## src/rtl/dram_pkg.sv

```systemverilog
// rtl/dram_pkg.sv - shared DRAM command encodings, bank states and default timings
package dram_pkg;

    typedef enum logic [1:0] {
        CMD_NOP  = 2'b00,
        CMD_ACT  = 2'b01,
        CMD_RDWR = 2'b10,
        CMD_PRE  = 2'b11
    } cmd_e;

    typedef enum logic [1:0] {
        ST_IDLE,
        ST_ACTIVATING,
        ST_ACTIVE,
        ST_PRECHARGING
    } bank_state_e;

    localparam int DEF_T_RCD = 3;
    localparam int DEF_T_CL  = 2;
    localparam int DEF_T_RP  = 2;

endpackage

```

## src/rtl/dram_bank_responder_if.sv

```systemverilog
// rtl/dram_bank_responder_if.sv - command/response bundle between dram_ctrl and one bank
interface dram_bank_responder_if #(
    parameter int DATA_WIDTH   = 1,
    parameter int NUM_OF_BANKS = 8,
    parameter int NUM_OF_ROWS  = 128,
    parameter int NUM_OF_COLS  = 8
);
    logic [1:0]                        cmd;
    logic [$clog2(NUM_OF_BANKS)-1:0]   cs;
    logic                              rw;
    logic [$clog2(NUM_OF_ROWS)-1:0]    row_addr;
    logic [$clog2(NUM_OF_COLS)-1:0]    col_addr;
    logic [DATA_WIDTH-1:0]             wr_data;
    logic [DATA_WIDTH-1:0]             rd_data;
    logic                              rd_valid;
    logic                              busy;
    logic                              err;

    modport master (
        output cmd, cs, rw, row_addr, col_addr, wr_data,
        input  rd_data, rd_valid, busy, err
    );

    modport slave (
        input  cmd, cs, rw, row_addr, col_addr, wr_data,
        output rd_data, rd_valid, busy, err
    );
endinterface

```

## src/rtl/dram_rd_pipe.sv

```systemverilog
// rtl/dram_rd_pipe.sv - fixed CAS-latency shift register for read valid and data
module dram_rd_pipe #(
    parameter int DATA_WIDTH = 1,
    parameter int T_CL       = 2
) (
    input  logic                  clk,
    input  logic                  rst_b,
    input  logic                  in_valid,
    input  logic [DATA_WIDTH-1:0] in_data,
    output logic                  out_valid,
    output logic [DATA_WIDTH-1:0] out_data
);
    logic                  valid_sr [T_CL];
    logic [DATA_WIDTH-1:0] data_sr  [T_CL];

    // Data is zeroed on entry when not valid so the output reads 0 between pulses.
    always_ff @(posedge clk or negedge rst_b) begin
        if (!rst_b) begin
            for (int i = 0; i < T_CL; i++) begin
                valid_sr[i] <= 1'b0;
                data_sr[i]  <= '0;
            end
        end else begin
            valid_sr[0] <= in_valid;
            data_sr[0]  <= in_valid ? in_data : '0;
            for (int i = 1; i < T_CL; i++) begin
                valid_sr[i] <= valid_sr[i-1];
                data_sr[i]  <= data_sr[i-1];
            end
        end
    end

    assign out_valid = valid_sr[T_CL-1];
    assign out_data  = data_sr[T_CL-1];
endmodule

```

## src/rtl/dram_bank_responder.sv

```systemverilog
// rtl/dram_bank_responder.sv - one DRAM bank: open-row FSM, timing counters, array, read pipe
module dram_bank_responder
    import dram_pkg::*;
#(
    parameter int DATA_WIDTH   = 1,
    parameter int NUM_OF_BANKS = 8,
    parameter int NUM_OF_ROWS  = 128,
    parameter int NUM_OF_COLS  = 8,
    parameter int BANK_ID      = 0,
    parameter int T_RCD        = DEF_T_RCD,
    parameter int T_CL         = DEF_T_CL,
    parameter int T_RP         = DEF_T_RP
) (
    input  logic                 clk,
    input  logic                 rst_b,
    dram_bank_responder_if.slave bus
);
    localparam int CS_W    = $clog2(NUM_OF_BANKS);
    localparam int ROW_W   = $clog2(NUM_OF_ROWS);
    localparam int CNT_MAX = (T_RCD > T_RP) ? T_RCD : T_RP;
    localparam int CNT_W   = $clog2(CNT_MAX + 1);
    localparam logic [CNT_W-1:0] RCD_LOAD = CNT_W'(T_RCD - 1);
    localparam logic [CNT_W-1:0] RP_LOAD  = CNT_W'(T_RP - 1);

    bank_state_e           state;
    logic [CNT_W-1:0]      cnt;
    logic [ROW_W-1:0]      open_row;
    logic                  busy_q;
    logic                  err_q;
    logic [DATA_WIDTH-1:0] mem [NUM_OF_ROWS][NUM_OF_COLS];

    logic sel, is_act, is_rdwr, is_pre, is_any;
    logic rd_fire, wr_fire;

    assign sel     = (bus.cs == CS_W'(BANK_ID));
    assign is_act  = sel && (bus.cmd == CMD_ACT);
    assign is_rdwr = sel && (bus.cmd == CMD_RDWR);
    assign is_pre  = sel && (bus.cmd == CMD_PRE);
    assign is_any  = sel && (bus.cmd != CMD_NOP);
    assign rd_fire = (state == ST_ACTIVE) && is_rdwr &&  bus.rw;
    assign wr_fire = (state == ST_ACTIVE) && is_rdwr && !bus.rw;

    // The counter holds remaining wait cycles; expiry is taken at 1 so the
    // next command slot lands exactly T_RCD / T_RP cycles after the command.
    always_ff @(posedge clk or negedge rst_b) begin
        if (!rst_b) begin
            state    <= ST_IDLE;
            cnt      <= '0;
            open_row <= '0;
            busy_q   <= 1'b0;
            err_q    <= 1'b0;
        end else begin
            err_q <= 1'b0;
            case (state)
                ST_IDLE: begin
                    if (is_act) begin
                        open_row <= bus.row_addr;
                        if (T_RCD > 1) begin
                            state  <= ST_ACTIVATING;
                            cnt    <= RCD_LOAD;
                            busy_q <= 1'b1;
                        end else begin
                            state <= ST_ACTIVE;
                        end
                    end else if (is_rdwr) begin
                        err_q <= 1'b1;
                    end
                end
                ST_ACTIVATING: begin
                    err_q <= is_any;
                    if (cnt <= 1) begin
                        state  <= ST_ACTIVE;
                        busy_q <= 1'b0;
                    end else begin
                        cnt <= cnt - 1'b1;
                    end
                end
                ST_ACTIVE: begin
                    if (is_act) begin
                        err_q <= 1'b1;
                    end else if (is_pre) begin
                        if (T_RP > 1) begin
                            state  <= ST_PRECHARGING;
                            cnt    <= RP_LOAD;
                            busy_q <= 1'b1;
                        end else begin
                            state <= ST_IDLE;
                        end
                    end
                end
                ST_PRECHARGING: begin
                    err_q <= is_any;
                    if (cnt <= 1) begin
                        state  <= ST_IDLE;
                        busy_q <= 1'b0;
                    end else begin
                        cnt <= cnt - 1'b1;
                    end
                end
                default: state <= ST_IDLE;
            endcase
        end
    end

    // Array contents survive reset by design.
    always_ff @(posedge clk) begin
        if (wr_fire) begin
            mem[open_row][bus.col_addr] <= bus.wr_data;
        end
    end

    dram_rd_pipe #(
        .DATA_WIDTH (DATA_WIDTH),
        .T_CL       (T_CL)
    ) u_rd_pipe (
        .clk       (clk),
        .rst_b     (rst_b),
        .in_valid  (rd_fire),
        .in_data   (mem[open_row][bus.col_addr]),
        .out_valid (bus.rd_valid),
        .out_data  (bus.rd_data)
    );

    assign bus.busy = busy_q;
    assign bus.err  = err_q;
endmodule

```

## src/flat_wrapper.sv

```systemverilog
// flat-port wrapper written by rule: the top's interface ports become plain ports
module dram_bank_responder_flat import dram_pkg::*;
#(
    parameter int DATA_WIDTH   = 1,
    parameter int NUM_OF_BANKS = 8,
    parameter int NUM_OF_ROWS  = 128,
    parameter int NUM_OF_COLS  = 8,
    parameter int BANK_ID      = 0,
    parameter int T_RCD        = DEF_T_RCD,
    parameter int T_CL         = DEF_T_CL,
    parameter int T_RP         = DEF_T_RP
)
  (clk, rst_b, bus_cmd, bus_cs, bus_rw, bus_row_addr, bus_col_addr, bus_wr_data, bus_rd_data, bus_rd_valid, bus_busy, bus_err);
  dram_bank_responder_if #(.DATA_WIDTH(DATA_WIDTH), .NUM_OF_BANKS(NUM_OF_BANKS), .NUM_OF_ROWS(NUM_OF_ROWS), .NUM_OF_COLS(NUM_OF_COLS)) bus_i ();
  input  logic clk;
  input  logic rst_b;
  input wire logic [$bits(bus_i.cmd)-1:0] bus_cmd;
  input wire logic [$bits(bus_i.cs)-1:0] bus_cs;
  input wire logic [$bits(bus_i.rw)-1:0] bus_rw;
  input wire logic [$bits(bus_i.row_addr)-1:0] bus_row_addr;
  input wire logic [$bits(bus_i.col_addr)-1:0] bus_col_addr;
  input wire logic [$bits(bus_i.wr_data)-1:0] bus_wr_data;
  output wire logic [$bits(bus_i.rd_data)-1:0] bus_rd_data;
  output wire logic [$bits(bus_i.rd_valid)-1:0] bus_rd_valid;
  output wire logic [$bits(bus_i.busy)-1:0] bus_busy;
  output wire logic [$bits(bus_i.err)-1:0] bus_err;
  assign bus_i.cmd = bus_cmd;
  assign bus_i.cs = bus_cs;
  assign bus_i.rw = bus_rw;
  assign bus_i.row_addr = bus_row_addr;
  assign bus_i.col_addr = bus_col_addr;
  assign bus_i.wr_data = bus_wr_data;
  assign bus_rd_data = bus_i.rd_data;
  assign bus_rd_valid = bus_i.rd_valid;
  assign bus_busy = bus_i.busy;
  assign bus_err = bus_i.err;
  dram_bank_responder #(.DATA_WIDTH(DATA_WIDTH), .NUM_OF_BANKS(NUM_OF_BANKS), .NUM_OF_ROWS(NUM_OF_ROWS), .NUM_OF_COLS(NUM_OF_COLS), .BANK_ID(BANK_ID), .T_RCD(T_RCD), .T_CL(T_CL), .T_RP(T_RP)) u_core (.clk(clk), .rst_b(rst_b), .bus(bus_i));
endmodule
```

## config.mk

```make
export PLATFORM = sky130hd
export DESIGN_NAME = dram_bank_responder_flat
export DESIGN_NICKNAME = d
export VERILOG_FILES = /design/src/rtl/dram_pkg.sv /design/src/rtl/dram_bank_responder_if.sv /design/src/rtl/dram_rd_pipe.sv /design/src/rtl/dram_bank_responder.sv /design/src/flat_wrapper.sv
export SDC_FILE = /design/constraint.sdc
export NUM_CORES = 1
export LEC_CHECK = 0
export CORE_UTILIZATION = 55
export CTS_CLUSTER_SIZE = 12
export DETAILED_ROUTE_END_ITERATION = 8
export PLACE_DENSITY = 0.69
export SLEW_MARGIN = 20
export SYNTH_ARGS = -nofsm -noshare
export SYNTH_HDL_FRONTEND = slang
export SYNTH_SLANG_ARGS = --single-unit
```

## constraint.sdc

```tcl
create_clock -name clk -period 3.8 [get_ports clk]
set_clock_uncertainty 0.05 [all_clocks]
set_input_delay 0.76 -clock clk [delete_from_list [all_inputs] [get_ports clk]]
set_output_delay 0.76 -clock clk [all_outputs]
set_load 0.01 [all_outputs]
```

==> flow_summary.yaml <==
run_status:
  status: "finished, final reports clean"
clock_tree:
  htreeDepth: 3
  holdBufCountCts: 0
  cts.clk_slew.worst_paths_ns: 0.06
  cts_resized: 0
  cts_root_buf: "clkbuf_16"
  cts_tree: "built"
  numCtsBuffers: 106
  post_cts_buffers: 0
  cts.sinks: 1041
  clock_latency_ns: 0.68
  clk_path_buf_depth: 3
setup_path:
  crit_fanout: 32
  critPathLaunchType: "flip-flop"
  r2r_start: "u_core.open_row[2]"
  worstSetupPathType: "reg -> reg"
  critPathCaptureType: "flip-flop"
  crit_required_ns: 4.31
  reg2reg_depth: 8
  arrival_ns: 4.15
  crit_path_start: "u_core.open_row[2]"
place:
  routabilityCongestion: 0.9624
  place_ws_ns: 0.2654
  dp_cells: 4473
  dpl_cell_area_um2: 47400
  placement.io_buffers: 22
  dp_hpwl_mm: 82.57
cells_and_area:
  area_delta_synth_final_pct: 11.78
  drive_above_1_share_pct: 13.29
  final_common_cell: "nor2_1"
  post-route-util_pct: 62.37
  stdcell_count: 4657
  mostFrequentLayoutCells: "1080 x nor2_1, 1024 x edfxtp_1, 197 x nand2_1"
  nets: 3546
  n_antenna_cell: 0
  design_area_um2: 50480
power:
  p_int_mw: 21.82
  switchingPower_mw: 12.05
  design_power_total_mw: 33.87
  p_leak_nw: 15.04
  p_seq_share_pct: 38.5
  swShare_pct: 35.57
  pwr_density_cell_nw_per_um2: 671.0
  combPwrFrac_pct: 33.4
  ir_drop_mv: 0.4674
  p_clk_share_pct: 28.1
floorplanning:
  core_um2: 80940
  start_util_pct: 55.79
  die_w_um: 288.5
  fp.dieH_um: 288.5
  dieArea_um2: 83260
  num_rows: 104
  pin_count: 23
global_route:
  grt_start_max_net_pins: 191
  grt_overflow: 0
  grt_pass1_wl_mm: 195.4
  grt_pass1_vias: 30000
  antenna_found_initial: 6
  grt_usage_pct: 32.21
synth:
  seq_area_frac_synth_pct: 69.03
  synth.distinct_cells: 77
  synth_flop_cell: "edfxtp_1"
  synthesis.nets: 3527
  synth_edf_count: 1024
  yosys_warnings: 0
  synth-seq-cells: 1041
  syn_inst: 3502
  synthesis.area_um2: 45160
  syn_area_per_cell_um2: 12.90
  async_reset_ff_share_pct: 1.633
route:
  wl_per_cell_um: 28.75
  vias: 31020
  drtIter0Drc: 4694
  antenna_left: 0
  drc_errors: 0
  routed_wl_mm: 133.9
  viasPerCell: 6.661
  drtPass1Iterations: 8
sta:
  tns_ns: 0
  rsz0062_at_grt: "no"
  fmax_ghz: 0.2746
  period_share_pct: 95.83
  min_period_ns: 3.642
  tightest_slew_ns: 1.131
  finalHoldViolCount: 0
  final_max_slew_viol_count: 0
  finalSetupViolCount: 0
  worst_slack_ns: 0.1584
  fin_hold_ws_ns: 0.3063
  max_slew_margin_pct: 24.52
run:
  max_cap_viol_count: 0
hold_path:
  hp-class: "reg -> reg"
  hp-start: "u_core.u_rd_pipe.valid_sr[1]"
  hold_path_depth: 0
[path summary, 6_finish.rpt]
| path | slack (ns) | end |
|---|---|---|
| min | 0.31 | u_core.u_rd_pipe.out_valid |
| min in group asynchronous | 0.61 | u_core.open_row[2] |
| max reg2reg | 0.16 | u_core.u_rd_pipe.data_sr[1] |
| max | 0.16 | u_core.u_rd_pipe.data_sr[1] |
| max in group asynchronous | 2.34 | u_core.open_row[1] |
| min reg2reg | 0.31 | u_core.u_rd_pipe.out_valid |
[power groups by stage]
| stage | Clock (mW) | Combinational, mW | Sequential [mW] |
|---|---|---|---|
| 2_1_floorplan | 0 | 6.12 | 13.0 |
| 3_3_place_gp | 0 | 10.8 | 13.3 |
| 3_5_place_dp | 0 | 10.9 | 13.3 |
| 4_1_cts | 9.57 | 11.0 | 13.0 |
| 5_1_grt | 9.99 | 11.6 | 13.0 |
| 6_report | 9.50 | 11.3 | 13.1 |
[critical path, stage by stage (launching register included)]
cell,delay [ns]
dfrtp_4,0.84
and2_1,0.89
a22oi_1,0.24
a221oi_1,0.42
nor3_1,0.20
a211oi_1,0.35
a311oi_1,0.16
a22oi_1,0.22
a31oi_1,0.10
[layer usage]
layer  vias up  wire length [um]  global-route usage [%]
met1     15530             49110                   42.57
met2      2105             62450                   50.84
met5         -                48                       0
met3       367             16280                   8.270
li1      13010                 -                       -
met4         8              6020                   13.74
[cell usage after synthesis (16+ instances only)]
cell type	instances	area (um^2)
mux2i_1	85	850.8
buf_1	23	86.33
nand4_1	16	100.1
mux4_2	49	1104
a21oi_1	60	300.3
nand3_1	26	130.1
mux2_2	96	1081
clkbuf_1	166	623.1
a31oi_1	19	118.9
nor2_1	1082	4061
nand2_1	205	769.5
o211ai_1	19	142.6
buf_2	63	315.3
o2bb2ai_1	21	183.9
a22oi_1	88	660.6
dfrtp_1	17	425.4
edfxtp_1	1024	30750
a221oi_1	112	980.9
buf_4	21	157.7
a211oi_1	29	217.7
o21ai_0	53	265.3
a221o_1	28	280.3
a22o_1	27	236.5
[final cells by class]
class / instances / area, um^2
Clock buffer: 141 / 2826
Clock inverter: 43 / 254.0
Fill cell: 6158 / 30460
Inverter: 15 / 56.30
Multi-Input combinational cell: 2168 / 12800
Sequential cell: 1041 / 31190
Tap cell: 1060 / 1326
Timing Repair Buffer: 189 / 2029
[cells by family after synthesis]
kind of cell	Yosys count	share of synthesized area [%]
AO/OA/AOI/OAI	526	8.791
adder cells (fa/ha/maj)	6	0.1662
buffers and inverters	293	2.868
flip-flops	1041	69.03
multiplexers	231	6.755
AND/OR/NAND/NOR	1405	12.39
[registers in the layout, summed over array words and instances, names as in the netlist]
register and count:
u_core.mem 1024, u_core.open_row 7, u_core.cnt 2, u_core.state 2, u_core.bus.busy 1, u_core.bus.err 1
u_core.u_rd_pipe.data_sr 1, u_core.u_rd_pipe.out_data 1, u_core.u_rd_pipe.out_valid 1, u_core.u_rd_pipe.valid_sr 1
No activity file was read; power rests on OpenSTA's default activity.
